File: src/rtl/rv_ctrl_pkg.sv
// Shared constants, state encoding and decode payload for the R-type issue sequencer.
package rv_ctrl_pkg;

    localparam logic [6:0] OPCODE_OP   = 7'b0110011;
    localparam logic [6:0] FUNCT7_BASE = 7'b0000000;
    localparam logic [6:0] FUNCT7_ALT  = 7'b0100000;

    localparam logic [3:0] ALU_ADD  = 4'b0000;
    localparam logic [3:0] ALU_SUB  = 4'b1000;
    localparam logic [3:0] ALU_SLL  = 4'b0001;
    localparam logic [3:0] ALU_SLT  = 4'b0010;
    localparam logic [3:0] ALU_SLTU = 4'b0011;
    localparam logic [3:0] ALU_XOR  = 4'b0100;
    localparam logic [3:0] ALU_SRL  = 4'b0101;
    localparam logic [3:0] ALU_SRA  = 4'b1101;
    localparam logic [3:0] ALU_OR   = 4'b0110;
    localparam logic [3:0] ALU_AND  = 4'b0111;

    typedef enum logic [2:0] {
        ST_IDLE = 3'd0,
        ST_RR   = 3'd1,
        ST_EX   = 3'd2,
        ST_FL   = 3'd3,
        ST_WB   = 3'd4
    } state_e;

    typedef struct packed {
        logic [4:0] rs1;
        logic [4:0] rs2;
        logic [4:0] rd;
        logic [3:0] alu_op;
        logic       legal;
    } rtype_dec_t;

endpackage

File: src/rtl/rv_rtype_decode.sv
// Combinational RV32I R-type decoder: register fields, ALU op and legality.
module rv_rtype_decode
    import rv_ctrl_pkg::*;
(
    input  logic [31:0] instr_i,
    output rtype_dec_t  dec_o
);

    logic [3:0] op_c;
    logic       legal_c;

    always_comb begin
        op_c    = ALU_ADD;
        legal_c = 1'b0;
        if (instr_i[6:0] == OPCODE_OP) begin
            legal_c = 1'b1;
            case ({instr_i[31:25], instr_i[14:12]})
                {FUNCT7_BASE, 3'b000}: op_c = ALU_ADD;
                {FUNCT7_BASE, 3'b001}: op_c = ALU_SLL;
                {FUNCT7_BASE, 3'b010}: op_c = ALU_SLT;
                {FUNCT7_BASE, 3'b011}: op_c = ALU_SLTU;
                {FUNCT7_BASE, 3'b100}: op_c = ALU_XOR;
                {FUNCT7_BASE, 3'b101}: op_c = ALU_SRL;
                {FUNCT7_BASE, 3'b110}: op_c = ALU_OR;
                {FUNCT7_BASE, 3'b111}: op_c = ALU_AND;
                {FUNCT7_ALT,  3'b000}: op_c = ALU_SUB;
                {FUNCT7_ALT,  3'b101}: op_c = ALU_SRA;
                default: begin
                    op_c    = ALU_ADD;
                    legal_c = 1'b0;
                end
            endcase
        end
    end

    always_comb begin
        dec_o        = '0;
        dec_o.rs1    = instr_i[19:15];
        dec_o.rs2    = instr_i[24:20];
        dec_o.rd     = instr_i[11:7];
        dec_o.alu_op = op_c;
        dec_o.legal  = legal_c;
    end

endmodule

File: src/rtl/rtype_issue_ctrl.sv
// R-type issue sequencer: IDLE->RR->EX->FL->WB with WB->RR overlap on a new handshake.
// Optional retired-instruction counter built only when RTYPE_ISSUE_PERF_EN is defined.
module rtype_issue_ctrl
    import rv_ctrl_pkg::*;
#(
    parameter int unsigned RETIRE_W = 16
) (
    input  logic                clk,
    input  logic                rst,
    input  logic [31:0]         instr,
    input  logic                instr_valid,
    output logic                instr_ready,
    output logic [4:0]          R_Addr_A,
    output logic [4:0]          R_Addr_B,
    output logic [4:0]          W_Addr,
    output logic [3:0]          ALU_OP,
    output logic                Reg_Write,
    output logic                en_RR,
    output logic                en_F,
    output logic                en_WB,
    output logic                busy,
    output logic                illegal,
    output logic [RETIRE_W-1:0] retired
);

    state_e      state_q, state_d;
    logic [31:0] instr_q;
    logic        seen_q;
    logic        ready_q, busy_q;
    logic        en_rr_q, en_f_q, en_wb_q, reg_write_q;
    logic        accept;
    rtype_dec_t  dec;

    assign accept = instr_valid & ready_q;

    rv_rtype_decode u_decode (
        .instr_i (instr_q),
        .dec_o   (dec)
    );

    always_comb begin
        state_d = state_q;
        case (state_q)
            ST_IDLE: if (accept) state_d = ST_RR;
            ST_RR:   state_d = ST_EX;
            ST_EX:   state_d = ST_FL;
            ST_FL:   state_d = ST_WB;
            ST_WB:   state_d = accept ? ST_RR : ST_IDLE;
            default: state_d = ST_IDLE;
        endcase
    end

    // Phase enables and strobes are registered from the next state so each is a clean one-cycle pulse.
    always_ff @(posedge clk) begin
        if (rst) begin
            state_q     <= ST_IDLE;
            instr_q     <= '0;
            seen_q      <= 1'b0;
            ready_q     <= 1'b1;
            busy_q      <= 1'b0;
            en_rr_q     <= 1'b0;
            en_f_q      <= 1'b0;
            en_wb_q     <= 1'b0;
            reg_write_q <= 1'b0;
        end else begin
            state_q     <= state_d;
            if (accept) begin
                instr_q <= instr;
                seen_q  <= 1'b1;
            end
            ready_q     <= (state_d == ST_IDLE) || (state_d == ST_WB);
            busy_q      <= (state_d != ST_IDLE);
            en_rr_q     <= (state_d == ST_RR);
            en_f_q      <= (state_d == ST_FL);
            en_wb_q     <= (state_d == ST_WB);
            reg_write_q <= (state_d == ST_WB) && dec.legal && (dec.rd != 5'd0);
        end
    end

    assign instr_ready = ready_q;
    assign busy        = busy_q;
    assign en_RR       = en_rr_q;
    assign en_F        = en_f_q;
    assign en_WB       = en_wb_q;
    assign Reg_Write   = reg_write_q;
    assign R_Addr_A    = dec.rs1;
    assign R_Addr_B    = dec.rs2;
    assign W_Addr      = dec.rd;
    assign ALU_OP      = dec.alu_op;
    assign illegal     = seen_q & ~dec.legal;

`ifdef RTYPE_ISSUE_PERF_EN
    logic [RETIRE_W-1:0] retired_q;

    always_ff @(posedge clk) begin
        if (rst) begin
            retired_q <= '0;
        end else if (reg_write_q) begin
            retired_q <= retired_q + RETIRE_W'(1);
        end
    end

    assign retired = retired_q;
`else
    assign retired = '0;
`endif

endmodule

File: config.mk
export PLATFORM = sky130hd
export DESIGN_NAME = rtype_issue_ctrl
export DESIGN_NICKNAME = d
export VERILOG_FILES = /design/src/rtl/rv_ctrl_pkg.sv /design/src/rtl/rv_rtype_decode.sv /design/src/rtl/rtype_issue_ctrl.sv
export SDC_FILE = /design/constraint.sdc
export NUM_CORES = 1
export LEC_CHECK = 0
export ABC_AREA = 1
export CAP_MARGIN = 10
export CORE_MARGIN = 8
export CORE_UTILIZATION = 35
export CTS_CLUSTER_DIAMETER = 200
export CTS_CLUSTER_SIZE = 24
export DETAILED_ROUTE_END_ITERATION = 8
export HOLD_SLACK_MARGIN = 0.02
export PLACE_DENSITY_LB_ADDON = 0.05
export SLEW_MARGIN = 30
export SYNTH_ARGS = -nofsm -noshare
export SYNTH_HDL_FRONTEND = slang
export SYNTH_HIERARCHICAL = 1
export SYNTH_SLANG_ARGS = --single-unit
export TNS_END_PERCENT = 5
File: constraint.sdc
create_clock -name clk -period 1.4 [get_ports clk]
set_input_delay 0.28 -clock clk [delete_from_list [all_inputs] [get_ports clk]]
set_output_delay 0.28 -clock clk [all_outputs]
set_load 0.05 [all_outputs]
==> flow_summary_export.csv <==
group,metric,value,unit
grt,grt_max_degree,26,
job,cap_violations,0,
clocking,cts_tree,"done",
logic_synthesis,syn-mean-instance-area,7.49,sq um
setup_path,path_common_cell,"nand2_2",
timing,finClkSkew,0.00292,ns
setup_path,startpoint_type,"flip-flop",
finish,fin_cells,400,
timing,final-setup-viol-count,6,
pwr,switching_share,0.342,
outcome,outcome,"finished with violations",
grt,grt_antenna_before_repair,0,
logic_synthesis,synth_most_common_cell,"nor2_1",
detailed_routing,wl,4.72,mm
floorplan,fp.dieArea,8440,sq um
finish,final_nets,362,
detailed_routing,route.detailed.drc,0,
clocking,worstSkewPairLatency,0.29,ns
pwr,peakVddDrop,0.000618,V
setup_path,crit_path_top_delay_cell,"dfxtp_2",
pwr,seqPwrFrac,0.418,
timing,fin_crit_sh,1.36,
timing,grt_setup_unrepaired,"true",
finish,final_util,0.552,
finish,fillers,543,
logic_synthesis,yosysSeqAreaShare,0.417,
finish,insertedDiodeCount,0,
logic_synthesis,synth_edf_count,0,
finish,multi_input_area,901,sq um
timing,setup_ws,-0.497,ns
worst_hold_path,hp-class,"reg2reg",
logic_synthesis,synth_top_cell_area_share,0.417,
pwr,power_density,1130,nW/um^2
pwr,clkPwrFrac,0.230,
setup_path,critPathTopFamily,"simple AND/OR/NAND/NOR gates",
setup_path,cp_data_required_time,1.12,ns
floorplan,num_io_pins,77,
grt,grt_pass1_wl,7.62,mm
place,place_congestion,0.850,
floorplan,chipWidth,91.9,um
detailed_routing,vias,1688,
logic_synthesis,synth_cells,269,
logic_synthesis,synth.distinct_cells,26,
pwr,p_int,2.26,mW
floorplan,start_util,0.364,
grt,grt_pass1_vias,1709,
clocking,clock-sinks,42,
timing,hold_violations,0,
floorplan,fp.dieH,91.9,um
detailed_routing,dr.first_iter.drc_count,35,
logic_synthesis,yosys_warnings,6,
logic_synthesis,synth_commonest_cells,"79 x nor2_1, 42 x dfxtp_1, 36 x buf_4, 26 x nand2_1, 24 x o21ai_0",
detailed_routing,wire_per_inst,11.8,um
timing,max_clock_freq,0.527,GHz
logic_synthesis,synthFlopType,"dfxtp_1",
floorplan,core,5540,sq um
setup_path,slowest_delay,0.32,ns
setup_path,crit_type,"reg2out",
grt,grt.total_usage,0.110,
logic_synthesis,yosys_register_bits,42,
setup_path,cp_num_buf_inv,1,
clocking,cts_root_buffer,"clkbuf_8",
clocking,clkTransAtPathRegs,0.08,ns
pwr,p_leak,1.36,nW
logic_synthesis,synth.area.top_cells,"dfxtp_1 42%, nor2_1 15%, buf_4 13%",
timing,slew_viol_final,0,
detailed_routing,vias_per_cell,4.22,
place,dp.cells,388,
timing,period_needed,1.90,ns
logic_synthesis,async_flop_share,0,
floorplan,row_count,27,
setup_path,crit_fanout,3,
pwr,p_sw,1.18,mW
place,portBuffers,60,
finish,drive_gt1_frac,0.293,
setup_path,cp-end-kind,"output port",
setup_path,crit_arrival,1.62,ns
outcome,violations,"negative setup slack",
pwr,comb_power_share,0.352,
logic_synthesis,yosysTopAreaCell,"dfxtp_1",
setup_path,crit_chain,"or2_4 -> nor2_4 -> nand2_2 -> nand2_2 -> nand2_2 -> nand4_1 -> nor2_4 -> buf_12",
clocking,cts-buffers-inserted,5,
logic_synthesis,syn_area,2010,sq um
place,post-dp-hpwl,3.59,mm
clocking,htree_levels,2,
finish,area_growth,51.7,%
clocking,ctsLongestPathBuffers,2,
detailed_routing,dr.pass1.iters,4,
grt,grt-ovfl-total,0,
detailed_routing,ant_nets,0,
finish,regArea,853,sq um
-- timing repair --
action | CTS | global route
hold endpoints to repair | 0 | 0
buffers inserted | 0 | 4
hold buffers | 0 | 0
pin swaps | 0 | 10
cloned | 0 | 0
resized for setup | 2 | 25
setup endpoints to repair | 6 | 6
-- tightest hold or removal path, cell delays in order (launching register included) --
cell and delay (ns):
dfxtp_1 0.33, nor2_1 0.05, nor2_1 0.08
-- logic make-up (layout without fill, tap and decap cells) --
logic type / after synthesis / in the layout / share of synthesized area
AND/OR/NAND/NOR: 132 / 132 / 0.301
buffers and inverters: 60 / 104 / 0.196
flip-flops: 42 / 42 / 0.417
AO/OA/AOI/OAI: 34 / 34 / 0.0845
other: 1 / 16 / 0.00186
-- metal layers --
layer,vias to the layer above,part of all wire,global-route usage
met5,-,0,0
met3,6,0.091,0.0562
met4,0,0.013,0.0403
met1,730,0.41,0.114
li1,907,-,-
met2,45,0.49,0.185
-- power by group through the flow --
stage / Combinational [mW] / Clock (mW) / Sequential [mW]
2_1_floorplan: 0.747 / 0 / 1.46
3_3_place_gp: 1.17 / 0 / 1.45
3_5_place_dp: 1.17 / 0 / 1.46
4_1_cts: 1.17 / 0.835 / 1.43
5_1_grt: 1.30 / 0.886 / 1.46
6_report: 1.21 / 0.791 / 1.44
-- stage by stage --
step | hold slack (ns) | setup TNS, ns | setup slack, ns | area [sq um] | power, mW
final | 0.491 | -2.02 | -0.497 | 3060 | 3.44
after global placement | 0.470 | -0.445 | -0.168 | 2870 | 2.62
after detailed placement | 0.476 | -0.588 | -0.160 | 2870 | 2.63
after CTS | 0.496 | -1.98 | -0.477 | 2960 | 3.44
after global routing | 0.512 | -2.55 | -0.595 | 3060 | 3.64
after floorplan | 0.349 | -0.150 | -0.0506 | 2090 | 2.21
-- layout make-up --
cell class                      count  area share
Clock buffer                        7      0.0282
Clock inverter                      1     0.00164
Inverter                           19      0.0270
Multi-Input combinational cell    182       0.295
Sequential cell                    42       0.279
Tap cell                           72      0.0295
Timing Repair Buffer               77       0.340
-- sequential cells by signal (all words and copies together) (netlist names) --
| name | cells |
|---|---|
| instr_q | 32 |
| state_q | 3 |
| Reg_Write | 1 |
| busy | 1 |
| en_F | 1 |
| en_RR | 1 |
| en_WB | 1 |
| instr_ready | 1 |
| seen_q | 1 |
-- placed cells by master (no fill, tap or decap) --
master,netlist,routed
nand3_1,7,6
clkdlybuf4s50_1,0,34
nor3_2,1,1
nor2_4,0,6
a21oi_1,2,2
nand3_4,1,1
nor2_1,79,75
o21ai_0,24,24
nand2_2,4,12
nor3_4,1,1
nor3_1,3,3
buf_12,0,30
buf_4,36,13
clkinv_2,0,2
nor2_8,1,1
nand2_1,26,18
inv_4,1,1
nand4_1,2,2
clkbuf_1,0,1
dfxtp_2,0,10
nor2_2,3,1
inv_2,1,4
or2_4,1,1
nand2_4,2,2
inv_1,16,11
nand3_2,1,2
dfxtp_1,42,32
conb_1,1,16
clkbuf_8,0,6
o21ai_1,8,8
clkinvlp_4,0,2
-- final timing paths --
check	from	endpoint	slack [ns]	depth (start not counted)
setup / recovery	instr_q[30]	illegal	-0.50	8
hold reg to reg	instr_q[3]	instr_q[3]	0.49	2
setup reg to reg	instr_q[30]	Reg_Write	-0.06	9
hold / removal	instr_q[3]	instr_q[3]	0.49	2
Power figures use the tool's default switching activity.
==> edit: new RTL, config.mk and constraints unchanged <==
Add a define of `RTYPE_ISSUE_PERF_EN`.
--- a/src/rtl/rtype_issue_ctrl.sv
+++ b/src/rtl/rtype_issue_ctrl.sv
@@ -1,4 +1,6 @@
 // R-type issue sequencer: IDLE->RR->EX->FL->WB with WB->RR overlap on a new handshake.
 // Optional retired-instruction counter built only when RTYPE_ISSUE_PERF_EN is defined.
+`define RTYPE_ISSUE_PERF_EN
+
 module rtype_issue_ctrl
     import rv_ctrl_pkg::*;
Behaviour: not the same (a bounded check fails within 10 cycles, from zero or initial values and one cycle with rst high).
==> edit against the unedited design <==
- the run still ends with setup timing left
- core utilization grew 3.5 points
- total power grew 39%
- register-to-register slack lost 0.17 ns
- routed wire length grew 42%
- largest cell class unchanged
- setup slack gained 0.0043 ns
- non-clock buffer count grew 21
- final area grew 40%
- fmax grew 0.23%
- worst hold slack lost 0.0059 ns
- area after synthesis grew 32%
- sequential cell count grew 16
- largest power group unchanged
==> edit: results (changes against the unedited design) <==
| Metric | Value |
|---|---|
| Met2 usage | 0.209 (+0.0241) |
| Final HPWL DP | 5.06 mm (+41%) |
| Placement Setup Slack | -0.152 ns (+0.00846 ns) |
| Area taken by multi-input logic gates | 1210 um2 (+35%) |
| Run status | complete, but fails checks |
| # port buffers | 76 (+27%) |
| Total Routing Usage GR | 0.133 (+0.0234) |
| Total setup buffers inserted after CTS | 1 (+1) |
| Failing checks | setup timing |
| Grt met3 use | 0.0547 (-0.00154) |
| Post-synth cell types | 28 (+7.7%) |
| Fraction of area in registers | 0.274 (-0.00476) |
| Max VDD drop | 879 uV (+42%) |
| Final WS setup | -0.493 ns (+0.00435 ns) |
| Layout cells sized above 1 | 0.284 (-0.00854) |
| R2R Setup Slk | -0.23 ns (-0.17 ns) |
| Post-synthesis sequential area ratio | 0.437 (+0.0199) |
| Setup_tns | -2.30 ns (-0.281 ns) |
| Via count of the first global-routing pass | 2308 (+35%) |
| Min-delay src | instr_q[1] |
| Cts repair resizes | 5 (+3) |
| Final setup vio count | 6 (unchanged) |
| Largest net degree at the start of global routing | 33 (+27%) |
| Non-clk invs | 33 (+14) |
| Switching part of the total | 0.277 (-0.0655) |
| Register-to-Register Path Depth | 11 (+2) |
| Synth area leaders | dfxtp_1 44%, nor2_1 14%, nand2_1 6.6% |
-- edit: cell count changes in the layout (fill, tap and decap cells not counted), moves of 5 or more --
cell,delta
a21oi_1,+11
buf_12,+16
buf_4,+5
clkbuf_8,+6
conb_1,-16
dfxtp_1,+17
inv_1,+16
nand2_1,+26
nand3_1,+8
nor2_1,+18
nor2_2,+7
o21ai_0,+7
-- edit: per-layer routing --
metal | routed length [um] | vias to the layer above
li1 | - | 1311
met1 | 2960 | 1100
met2 | 3140 | 57
met3 | 547 | 5
met4 | 57 | 0
met5 | 0 | -
-- edit: worst max-delay path, cell delays in order (launching register included) --
cell and delay, ns:
dfxtp_1 0.31, or2_4 0.27, nor2_2 0.13, nand2_1 0.07, nand2_1 0.07, nand2_2 0.06, nand4_1 0.17, nor2_4 0.07
buf_12 0.15
